File: config.mk
export PLATFORM = sky130hd
export DESIGN_NAME = sr_pulse_gen
export DESIGN_NICKNAME = d
export VERILOG_FILES = /design/src/rtl/sr_pulse_gen.sv
export SDC_FILE = /design/constraint.sdc
export NUM_CORES = 1
export LEC_CHECK = 0
export CORE_MARGIN = 10
export CORE_UTILIZATION = 25
export CTS_CLUSTER_SIZE = 8
export DETAILED_ROUTE_END_ITERATION = 7
export DONT_BUFFER_PORTS = 1
export GPL_TIMING_DRIVEN = 0
export RECOVER_POWER = 50
export SLEW_MARGIN = 20
export SYNTH_ARGS = -nofsm -noshare
export SYNTH_HDL_FRONTEND = slang
export SYNTH_SLANG_ARGS = --single-unit
File: constraint.sdc
create_clock -name clk -period 2.05 [get_ports clk]
set_input_delay 0.41 -clock clk [delete_from_list [all_inputs] [get_ports clk]]
set_output_delay 0.41 -clock clk [all_outputs]
set_load 0.05 [all_outputs]
File: src/rtl/sr_pulse_gen.sv
// Conditions two bouncy async requests into clean, mutually exclusive one-shot
// set/reset pulses for a downstream SR latch (sync -> debounce -> edge -> arbiter).
module sr_pulse_gen #(
  parameter int DB_CYCLES = 16,
  parameter int PULSE_LEN = 1,
  parameter int CNT_W     = 8
) (
  input  logic clk,
  input  logic rst_n,
  input  logic set_raw,
  input  logic reset_raw,
  output logic set,
  output logic reset,
  output logic set_level,
  output logic reset_level,
  output logic conflict
);

  localparam logic [CNT_W-1:0] DB_LAST = CNT_W'(DB_CYCLES - 1);
  localparam logic [CNT_W-1:0] P_LAST  = CNT_W'(PULSE_LEN - 1);

  typedef enum logic [1:0] {
    IDLE  = 2'd0,
    SET_P = 2'd1,
    RST_P = 2'd2
  } state_t;

  // Channel 0 is set, channel 1 is reset.
  logic [1:0] w_raw;
  logic [1:0] w_level;
  logic [1:0] w_rise;

  assign w_raw = {reset_raw, set_raw};

  for (genvar g = 0; g < 2; g++) begin : g_ch
    logic             r_s1;
    logic             r_s2;
    logic             r_level;
    logic             r_level_q;
    logic [CNT_W-1:0] r_cnt;

    // NOTE: state updates use non-blocking assignments so every flop samples
    // pre-edge values; blocking here would collapse the synchroniser chain.
    always_ff @(posedge clk or negedge rst_n) begin
      if (!rst_n) begin
        r_s1      <= 1'b0;
        r_s2      <= 1'b0;
        r_level   <= 1'b0;
        r_level_q <= 1'b0;
        r_cnt     <= '0;
      end else begin
        r_s1      <= w_raw[g];
        r_s2      <= r_s1;
        r_level_q <= r_level;
        if (r_s2 == r_level) begin
          r_cnt <= '0;
        end else if (r_cnt >= DB_LAST) begin
          r_level <= r_s2;
          r_cnt   <= '0;
        end else begin
          r_cnt <= r_cnt + CNT_W'(1);
        end
      end
    end

    assign w_level[g] = r_level;
    assign w_rise[g]  = r_level & ~r_level_q;
  end

  logic w_set_req;
  logic w_reset_req;
  logic w_set_keep;

  assign w_set_req   = w_rise[0];
  assign w_reset_req = w_rise[1];
  // On a collision reset wins and the set request is discarded outright.
  assign w_set_keep  = w_set_req & ~w_reset_req;

  state_t           r_state,  w_state_next;
  logic [CNT_W-1:0] r_pcnt,   w_pcnt_next;
  logic             r_pend_s, w_pend_s_next;
  logic             r_pend_r, w_pend_r_next;
  logic             r_set;
  logic             r_reset;
  logic             r_conflict;
  logic             w_last;

  // NOTE: every always_comb output gets a default first, so no path through
  // the case statement can leave one unassigned and infer a latch.
  always_comb begin
    w_state_next  = r_state;
    w_pcnt_next   = r_pcnt;
    w_pend_s_next = r_pend_s;
    w_pend_r_next = r_pend_r;
    w_last        = (r_pcnt >= P_LAST);

    case (r_state)
      IDLE: begin
        w_pcnt_next = '0;
        if (w_reset_req || r_pend_r) begin
          w_state_next  = RST_P;
          w_pend_r_next = 1'b0;
          w_pend_s_next = r_pend_s | w_set_keep;
        end else if (w_set_req || r_pend_s) begin
          w_state_next  = SET_P;
          w_pend_s_next = 1'b0;
        end
      end

      SET_P: begin
        if (w_reset_req) w_pend_r_next = 1'b1;
        if (w_last) begin
          w_pcnt_next = '0;
          if (w_pend_r_next) begin
            w_state_next  = RST_P;
            w_pend_r_next = 1'b0;
          end else begin
            w_state_next = IDLE;
          end
        end else begin
          w_pcnt_next = r_pcnt + CNT_W'(1);
        end
      end

      RST_P: begin
        if (w_set_keep) w_pend_s_next = 1'b1;
        if (w_last) begin
          w_pcnt_next = '0;
          if (w_pend_s_next) begin
            w_state_next  = SET_P;
            w_pend_s_next = 1'b0;
          end else begin
            w_state_next = IDLE;
          end
        end else begin
          w_pcnt_next = r_pcnt + CNT_W'(1);
        end
      end

      default: begin
        w_state_next = IDLE;
        w_pcnt_next  = '0;
      end
    endcase
  end

  // NOTE: outputs are flops of the next-state decode, so the async reset
  // clears them immediately, even mid-pulse.
  always_ff @(posedge clk or negedge rst_n) begin
    if (!rst_n) begin
      r_state    <= IDLE;
      r_pcnt     <= '0;
      r_pend_s   <= 1'b0;
      r_pend_r   <= 1'b0;
      r_set      <= 1'b0;
      r_reset    <= 1'b0;
      r_conflict <= 1'b0;
    end else begin
      r_state    <= w_state_next;
      r_pcnt     <= w_pcnt_next;
      r_pend_s   <= w_pend_s_next;
      r_pend_r   <= w_pend_r_next;
      r_set      <= (w_state_next == SET_P);
      r_reset    <= (w_state_next == RST_P);
      r_conflict <= w_set_req & w_reset_req;
    end
  end

  assign set         = r_set;
  assign reset       = r_reset;
  assign set_level   = w_level[0];
  assign reset_level = w_level[1];
  assign conflict    = r_conflict;

endmodule

* Yosys cells after proc, flatten, opt, wreduce, memory -nomap -nowiden
Cells that the tools add are included.
** Word-level totals
- Input bits :: 4
- Latch bits :: 0
- Memory bits (read-only) :: 0
- Output and inout bits :: 5
- Memory bits (writable) :: 0
- Word-level logic and storage cells :: 75
- Memories kept :: 0
- Register bits after elaboration :: 39
** Operators by class
- Div/mod/pow operators :: 0
- Reduce and logical (&&, ||, !) cells :: 10
- Magnitude comparators :: 3
- Bitwise operators :: 10
- Add/sub/neg operators :: 3
- Multiply operators :: 0
- Shifts and indexed selects :: 0
- Equal/unequal tests :: 8
- Mux-type cells :: 24
** Operators with widths (count)
- $mux 8 :: 6
- $add 8x1->8 const B :: 3
- $ge 8x4->1 const B :: 2
- $mux 1 :: 10
- $mux 2 :: 5
- $ge 8x1->1 const B :: 1
- $reduce_and 2->1 :: 4
- $pmux 2 s3 :: 1
- $not 1->1 :: 5
- $and 1x1->1 :: 4
- $eq 2x1->1 const B :: 2
- $eq 2x2->1 const B :: 2
- $pmux 1 s2 :: 2
- $reduce_bool 2->1 :: 2
- $ne 3x3->1 const B :: 1
- $eq 1x1->1 :: 2
- $logic_not 2->1 :: 1
- $logic_or 1x1->1 :: 2
- $ne 2x2->1 const B :: 1
- $reduce_or 2->1 :: 1
- $or 1x1->1 :: 1

* Logic depth before layout (Yosys ltp)
Gate-level depths: netlist of run 1.
- Depth in word-level cells :: 10
- Mapped depth :: 4
- Depth with buffers taken out :: 4

* Worst setup path before layout of run 1
Ideal clock, no wire load.
- Path kind :: register to register
- From :: reg g_ch[1].r_level (netlist: reset_level)
- To :: reg g_ch[1].r_cnt[3]
- Data arrival time :: 1.161 ns
- Period minus slack after synthesis :: 1.257 ns
- Path slack :: 0.793 ns
- Stages on the path, launching flop included :: 4
- Data required time :: 1.954 ns
- Buffers on the path :: 0
- Library setup time :: 0.096 ns
- Cells stage by stage :: dfrtp_1 -> xor2_1 -> nand2_1 -> a311oi_2
** Between the ends
- Word-level cells in the longest chain between the ends :: 2
** Ends and longest elaborated chain
- start, declared :: line 38 : logic r_level;
- start signal, assigned :: line 58 : r_level <= r_s2;
- $eq 1x1->1 :: line 55 : if (r_s2 == r_level) begin
- $mux 8 :: line 55
- end signal, assigned :: line 61 : r_cnt <= r_cnt + CNT_W'(1);
- end, declared :: line 40 : logic [CNT_W-1:0] r_cnt;
No other way between the ends.
A chain may end at the register's enable or synchronous reset.

* Worst setup path after layout of run 1
- From :: reg g_ch[0].r_level (netlist: set_level)
- To :: out set_level
** RTL lines
- start, declared :: line 38
- start signal, assigned :: line 58
- end, declared :: line 14 : output logic set_level,
No word-level cell between the ends.

==> flow_summary_export.csv, run 1 <==
group,metric,value,unit
power_and_ir_drop,vdd_drop_max,0.3791,mV
synthesis,synth_top_cell_area_share,70.84,%
routing,drt_pass1_iterations,4,
timing,final_min_period_over_clock_period,68.47,%
timing,fmax,712.4,MHz
power_and_ir_drop,static_leakage,0.0005575,uW
routing,ant_nets,0,
timing,timing_max_transition_violations_final,0,
clock_network,cts_tree,"done",
finish,layout_net_count,94,
worst_setup_path,cp_max_fo,5,
grt,overflow,0,
timing,rsz_0062_raised_after_global_routing,"no",
synthesis,synth.yosys.warnings,0,
finish,post_route_cells_drive_above_1_share,17.24,%
timing,worst_slew_margin_rel,51.48,%
grt,grt_antenna_before_repair,0,
routing,routed-via-count,575,
floorplanning,chipWidth,85.11,um
floorplanning,start_util,26.12,%
clock_network,maximum_root_to_sink_buffer_count,2,
grt,grt_pass1_wl,2.760,mm
worst_setup_path,regToRegStartpoint,"reset_level",
power_and_ir_drop,power_density,911.1,nW/um^2
worst_setup_path,critical_path_arrival,0.99,ns
finish,final_design_area_no_fill,1246,um^2
finish,areaGrowthSynthToFinish,17.59,%
timing,finalSetupTns,0,ns
synthesis,yosys.cell_count.top_type,"sky130_fd_sc_hd__dfrtp_1",
clock_network,cts_hold_repair.buffers,2,
job,maxCapViolCount,0,
floorplanning,std_cell_rows,23,
worst_setup_path,setup.worst_path.start_class,"flop",
timing,final.setup_skew,0.004423,ns
placed_design,gp_congestion,0.6767,
routing,drt-wirelength-per-cell,11.26,um
hold_path,launch_point_of_the_worst_hold_path,"set_raw",
synthesis,yosysTopAreaCell,"sky130_fd_sc_hd__dfrtp_1",
grt,track_usage,4.835,%
floorplanning,die_h,85.11,um
timing,setup_violations,0,
finish,layout.core_utilization,30.71,%
synthesis,netlist_instances,72,
grt,grt_start_max_net_pins,31,
timing,period_needed,1.404,ns
hold_path,min_path_cells,0,
finish,num_antenna_cells,0,
worst_setup_path,worst_r2r_endpoint,"g_ch[1].r_cnt[3]",
worst_setup_path,worst-r2r-cell-count,3,
routing,finalWirelength,1.543,mm
clock_network,cts.clk_slew.worst_paths,0.05,ns
placed_design,io_buffers,0,
synthesis,edff_count_synth,0,
routing,first_iter_violations,38,
hold_path,hold_path_end,"g_ch[0].r_s1",
synthesis,post_synth_most_frequent_cells,"sky130_fd_sc_hd__dfrtp_1 (30), sky130_fd_sc_hd__nand2_1 (5), sky130_fd_sc_hd__nor2_1 (5)",
placed_design,postPlaceCellArea,1149,um^2
synthesis,synth-seq-cells,30,
clock_network,ctsResizeCount,0,
synthesis,synth.area.top_cells,"sky130_fd_sc_hd__dfrtp_1 (71%), sky130_fd_sc_hd__mux2_4 (2.8%), sky130_fd_sc_hd__ha_1 (2.4%), sky130_fd_sc_hd__nor4_4 (2.0%), sky130_fd_sc_hd__a21oi_1 (1.9%)",
synthesis,synth-async-reset-ratio,100.0,%
worst_setup_path,critPathRequiredTime,1.64,ns
run_status,outcome,"finished, final reports clean",
synthesis,post_synth_num_cell_types,25,
clock_network,postCtsSetupBuffers,0,
synthesis,syn_area_per_cell,14.72,um^2
worst_setup_path,end_kind,"output port",
synthesis,seq_area_frac_synth,70.84,%
synthesis,synth_flop_cell,"sky130_fd_sc_hd__dfrtp_1",
routing,drt-vias-per-instance,4.197,
timing,finalHoldViolations,0,
worst_setup_path,worst-setup-path-type,"flop to output port",
floorplanning,io_pins,9,
floorplanning,core-area,4058,um^2
synthesis,netlist_area_before_placement,1060,um^2
clock_network,clock-sinks,30,
timing,actual_transition_at_the_worst_max_transition_pin,0.7278,ns
clock_network,h-tree-depth,2,
routing,drc,0,
floorplanning,fp.dieArea,7244,um^2
hold_path,hold_class,"primary input to flop",
worst_setup_path,setup_slack_reg_to_reg,0.65,ns
placed_design,final_hpwl_dp,1.082,mm
clock_network,clkLatencyLatePin,0.27,ns
clock_network,clock-root-buffer,"sky130_fd_sc_hd__clkbuf_8",
clock_network,tritoncts.num_buffers,5,
grt,vias_in_the_first_global_route,622,
## worst max-delay path by stage
stage,cells after the start,to,startpoint,slack [ns]
2_1_floorplan,3,g_ch[1].r_cnt[3],reset_level,0.79
3_3_place_gp,3,g_ch[1].r_cnt[3],reset_level,0.68
3_5_place_dp,3,g_ch[1].r_cnt[3],reset_level,0.65
4_1_cts,0,reset_level,reset_level,0.62
5_1_grt,3,g_ch[1].r_cnt[3],reset_level,0.50
6_report,0,set_level,set_level,0.65
## final cells by class
| cell class | count | area, um^2 |
|---|---|---|
| fill | 392 | 2811 |
| sequential | 30 | 750.7 |
| multi-input combinational | 48 | 331.6 |
| clock buffer | 6 | 82.58 |
| tap | 50 | 62.56 |
| timing repair buffer | 2 | 15.01 |
| inverter | 1 | 3.754 |
## cell families (layout without fill, tap and decap cells)
logic type	after synthesis	in the layout	synth area share (%)
buffers and inverters	1	9	0.3539
and+or+nand+nor	22	22	13.70
adders and majority gates	2	2	2.361
muxes	2	2	2.834
xor gates and xnor gates	4	4	3.306
other	1	8	0.3539
DFF	30	30	70.84
AOI/OAI and AO/OA	10	10	6.258
## report_power, final
group          switching [uW]  internal [uW]  total (uW)
Combinational            21.4           12.9        34.3
Sequential               37.3            616         654
Clock                     190            258         448
Total                     248            887        1140
## through the flow
step	std cells	setup slack (ns)	hold slack, ns	total power [uW]
after floorplan	79	0.7933	0.1144	679.3
after global placement	129	0.6835	0.1154	684.6
after detailed placement	129	0.6471	0.1153	686.6
after CTS	137	0.6221	0.1561	1158
after global routing	137	0.4964	0.1456	1192
final	137	0.6464	0.1684	1135
## registers in the layout, indices dropped and copies added, names as in the netlist
name / flops
g_ch.r_cnt: 16
g_ch.r_level_q: 2
g_ch.r_s1: 2
g_ch.r_s2: 2
r_state: 2
conflict: 1
r_pend_s: 1
reset: 1
reset_level: 1
set: 1
set_level: 1
## placed cells by master (no fill, tap or decap), types with 2 or more instances in the layout
cell type / Yosys / routed
sky130_fd_sc_hd__nor2_1: 5 / 5
sky130_fd_sc_hd__ha_1: 2 / 2
sky130_fd_sc_hd__conb_1: 1 / 8
sky130_fd_sc_hd__mux2_4: 2 / 2
sky130_fd_sc_hd__nor2b_1: 2 / 2
sky130_fd_sc_hd__a21oi_1: 4 / 4
sky130_fd_sc_hd__xor2_1: 2 / 2
sky130_fd_sc_hd__clkbuf_8: 0 / 6
sky130_fd_sc_hd__nand2_1: 5 / 5
sky130_fd_sc_hd__nand3_1: 2 / 2
sky130_fd_sc_hd__o21ai_0: 2 / 2
sky130_fd_sc_hd__dfrtp_1: 30 / 30
sky130_fd_sc_hd__xnor2_1: 2 / 2
## metal layers
layer	track usage (%)	up-vias	part of all wire (%)
li1	-	264	-
met1	4.712	295	39
met2	7.153	14	52
met3	2.677	2	7.9
met4	4.491	0	0.91
met5	0	-	0
No activity file was read; power rests on OpenSTA's default activity.
==> inputs of run 2 (changes only) <==
==> constraint.sdc (replaced) <==
create_clock -name clk -period 1.4 [get_ports clk]
set_input_delay 0.28 -clock clk [delete_from_list [all_inputs] [get_ports clk]]
set_output_delay 0.28 -clock clk [all_outputs]
set_load 0.05 [all_outputs]
==> flow_summary_export.csv, run 2 (same netlist as run 1, synthesis figures left out) <==
group,metric,value,unit
run_status,outcome,"finished, final reports clean",
worst_setup_path,critPathTopFamily,"flip-flops",
timing,finalWorstSetupSlack,0.1109,ns
finish,fillerInstances,396,
timing,worst_slew_margin_rel,51.33,%
routing,routed-via-count,570,
power_and_ir_drop,power.switching,361.2,uW
job,maxCapViolCount,0,
clock_network,maximum_root_to_sink_buffer_count,2,
clock_network,clock-root-buffer,"sky130_fd_sc_hd__clkbuf_8",
timing,finalSetupTns,0,ns
finish,num_antenna_cells,0,
placed_design,postPlaceCellArea,1149,um^2
finish,sequential_cell_area,753.2,um^2
routing,finalWirelength,1.572,mm
grt,grt_antenna_before_repair,0,
worst_setup_path,crit_chain,"ha_1 -> nand3_1 -> nand2_1 -> mux2_4",
hold_path,launch_point_of_the_worst_hold_path,"set_raw",
timing,actual_transition_at_the_worst_max_transition_pin,0.7301,ns
routing,drt_pass1_iterations,4,
clock_network,clkLatencyLatePin,0.27,ns
worst_setup_path,critPathRequiredTime,1.55,ns
timing,final_min_period_over_clock_period,92.08,%
grt,track_usage,4.835,%
finish,multi_input_area,331.6,um^2
power_and_ir_drop,pwr-share-clk,39.3,%
timing,finalHoldViolations,0,
clock_network,h-tree-depth,2,
worst_setup_path,critical_path_arrival,1.44,ns
finish,areaGrowthSynthToFinish,17.83,%
power_and_ir_drop,static_leakage,0.0005555,uW
worst_setup_path,end_kind,"flop",
timing,rsz_0062_raised_after_global_routing,"no",
timing,fmax,775.7,MHz
floorplanning,die_h,85.11,um
timing,timing_max_transition_violations_final,0,
clock_network,clock-sinks,30,
power_and_ir_drop,p_seq_share,57.7,%
hold_path,hold_class,"primary input to flop",
worst_setup_path,cp_max_fo,4,
worst_setup_path,worst_r2r_endpoint,"set_level",
hold_path,hold_path_end,"g_ch[0].r_s1",
worst_setup_path,critical_path.slowest_cell,"sky130_fd_sc_hd__dfrtp_1",
finish,finalNonFillerCells,137,
worst_setup_path,max_stage_delay,0.40,ns
routing,drt-wirelength-per-cell,11.47,um
finish,mostFrequentLayoutCell,"sky130_fd_sc_hd__dfrtp_1",
finish,final_design_area_no_fill,1249,um^2
routing,drt-vias-per-instance,4.161,
hold_path,min_path_cells,0,
routing,first_iter_violations,47,
placed_design,dpl.cell_count,129,
timing,setup_violations,0,
grt,grt_start_max_net_pins,31,
clock_network,cts.clk_slew.worst_paths,0.06,ns
placed_design,gp_congestion,0.6767,
routing,drc,0,
power_and_ir_drop,power.total,1661,uW
worst_setup_path,setup_slack_reg_to_reg,0.11,ns
finish,post_route_cells_drive_above_1_share,19.54,%
finish,final_cell_mix,"sky130_fd_sc_hd__dfrtp_1 (28), sky130_fd_sc_hd__conb_1 (8), sky130_fd_sc_hd__clkbuf_8 (6), sky130_fd_sc_hd__nand2_1 (5), sky130_fd_sc_hd__nor2_1 (5)",
timing,period_needed,1.289,ns
grt,vias_in_the_first_global_route,622,
clock_network,cts_tree,"done",
power_and_ir_drop,cellInternalPower,1300,uW
timing,final.setup_skew,0.002677,ns
floorplanning,std_cell_rows,23,
worst_setup_path,worst-setup-path-type,"flop to flop",
grt,grt_pass1_wl,2.760,mm
finish,largest_register_ffs,16,
finish,layout_net_count,94,
grt,overflow,0,
worst_setup_path,timing.critical_path.buf_inv,0,
routing,ant_nets,0,
floorplanning,start_util,26.12,%
floorplanning,io_pins,9,
placed_design,io_buffers,0,
clock_network,tritoncts.num_buffers,5,
placed_design,final_hpwl_dp,1.082,mm
placed_design,pre_cts_slack,-0.002862,ns
worst_setup_path,setup.worst_path.start_class,"flop",
finish,registers.top_by_ff_count,"g_ch.r_cnt",
worst_setup_path,regToRegStartpoint,"g_ch[0].r_cnt[0]",
worst_setup_path,worst-r2r-cell-count,4,
floorplanning,chipWidth,85.11,um
power_and_ir_drop,share_comb_of_total_power,3.0,%
floorplanning,fp.dieArea,7244,um^2
power_and_ir_drop,power.share.switching,21.75,%
floorplanning,core-area,4058,um^2
power_and_ir_drop,vdd_drop_max,0.5557,mV
worst_setup_path,cp.depth,4,
power_and_ir_drop,power_density,1330,nW/um^2
==> run 2: cell types whose count changed in the layout (fill, tap and decap cells not counted) <==
cell,before,now
sky130_fd_sc_hd__dfrtp_1,30,28
sky130_fd_sc_hd__dfrtp_2,0,2
==> run 2: final cells by class <==
class / instances / share of cell area (%)
inverters: 1 / 0.3006
clock buffers: 6 / 6.613
repair buffers: 2 / 1.202
flip-flops and latches: 30 / 60.32
well taps: 50 / 5.010
multi-input cells: 48 / 26.55
==> run 2: worst register-to-register path: cells and delay by family, from the launching register on <==
| family | cells | cell delay [ns] |
|---|---|---|
| adders and majority gates | 1 | 0.25 |
| DFF | 1 | 0.40 |
| and+or+nand+nor | 2 | 0.22 |
| muxes | 1 | 0.30 |
==> run 2: routing by layer <==
layer,up-vias,global-route usage [%],wire length [um]
li1,264,-,-
met1,290,4.712,611
met2,14,7.153,823
met3,2,2.677,122
met4,0,4.491,14
met5,-,0,0
==> run 2: timing repair <==
item / 4_1_cts / 5_1_grt
setup endpoints to repair: 1 / 1
setup buffers: 0 / 0
gates resized for setup: 1 / 1
hold buffers: 2 / 0
hold endpoints to repair: 30 / 0
==> run 2: worst max path at each step <==
stage | from | to | slack, ns
finish | g_ch[0].r_cnt[0] | set_level | 0.11
global placement | reset_level | g_ch[1].r_cnt[3] | 0.03
floorplan | reset_level | g_ch[1].r_cnt[3] | 0.14
global route | g_ch[1].r_cnt[0] | reset_level | 0.02
detailed placement | reset_level | g_ch[1].r_cnt[3] | -0.003
CTS | set_level | r_state[0] | 0.05
==> run 2: metrics by stage <==
step                      utilization, %  hold WS, ns
after global routing               30.77      0.01565
after global placement             28.31     -0.01463
final                              30.77      0.03790
after CTS                          31.11      0.02611
after detailed placement           28.31     -0.01468
after floorplan                        -     -0.01559
==> run 2: power groups by stage <==
stage	Sequential [uW]	Clock (uW)	Combinational, uW
6_report	958	653	50.3
5_1_grt	962	723	59.8
4_1_cts	959	680	57.3
3_5_place_dp	974	0	31.3
3_3_place_gp	972	0	30.3
2_1_floorplan	967	0	27.4
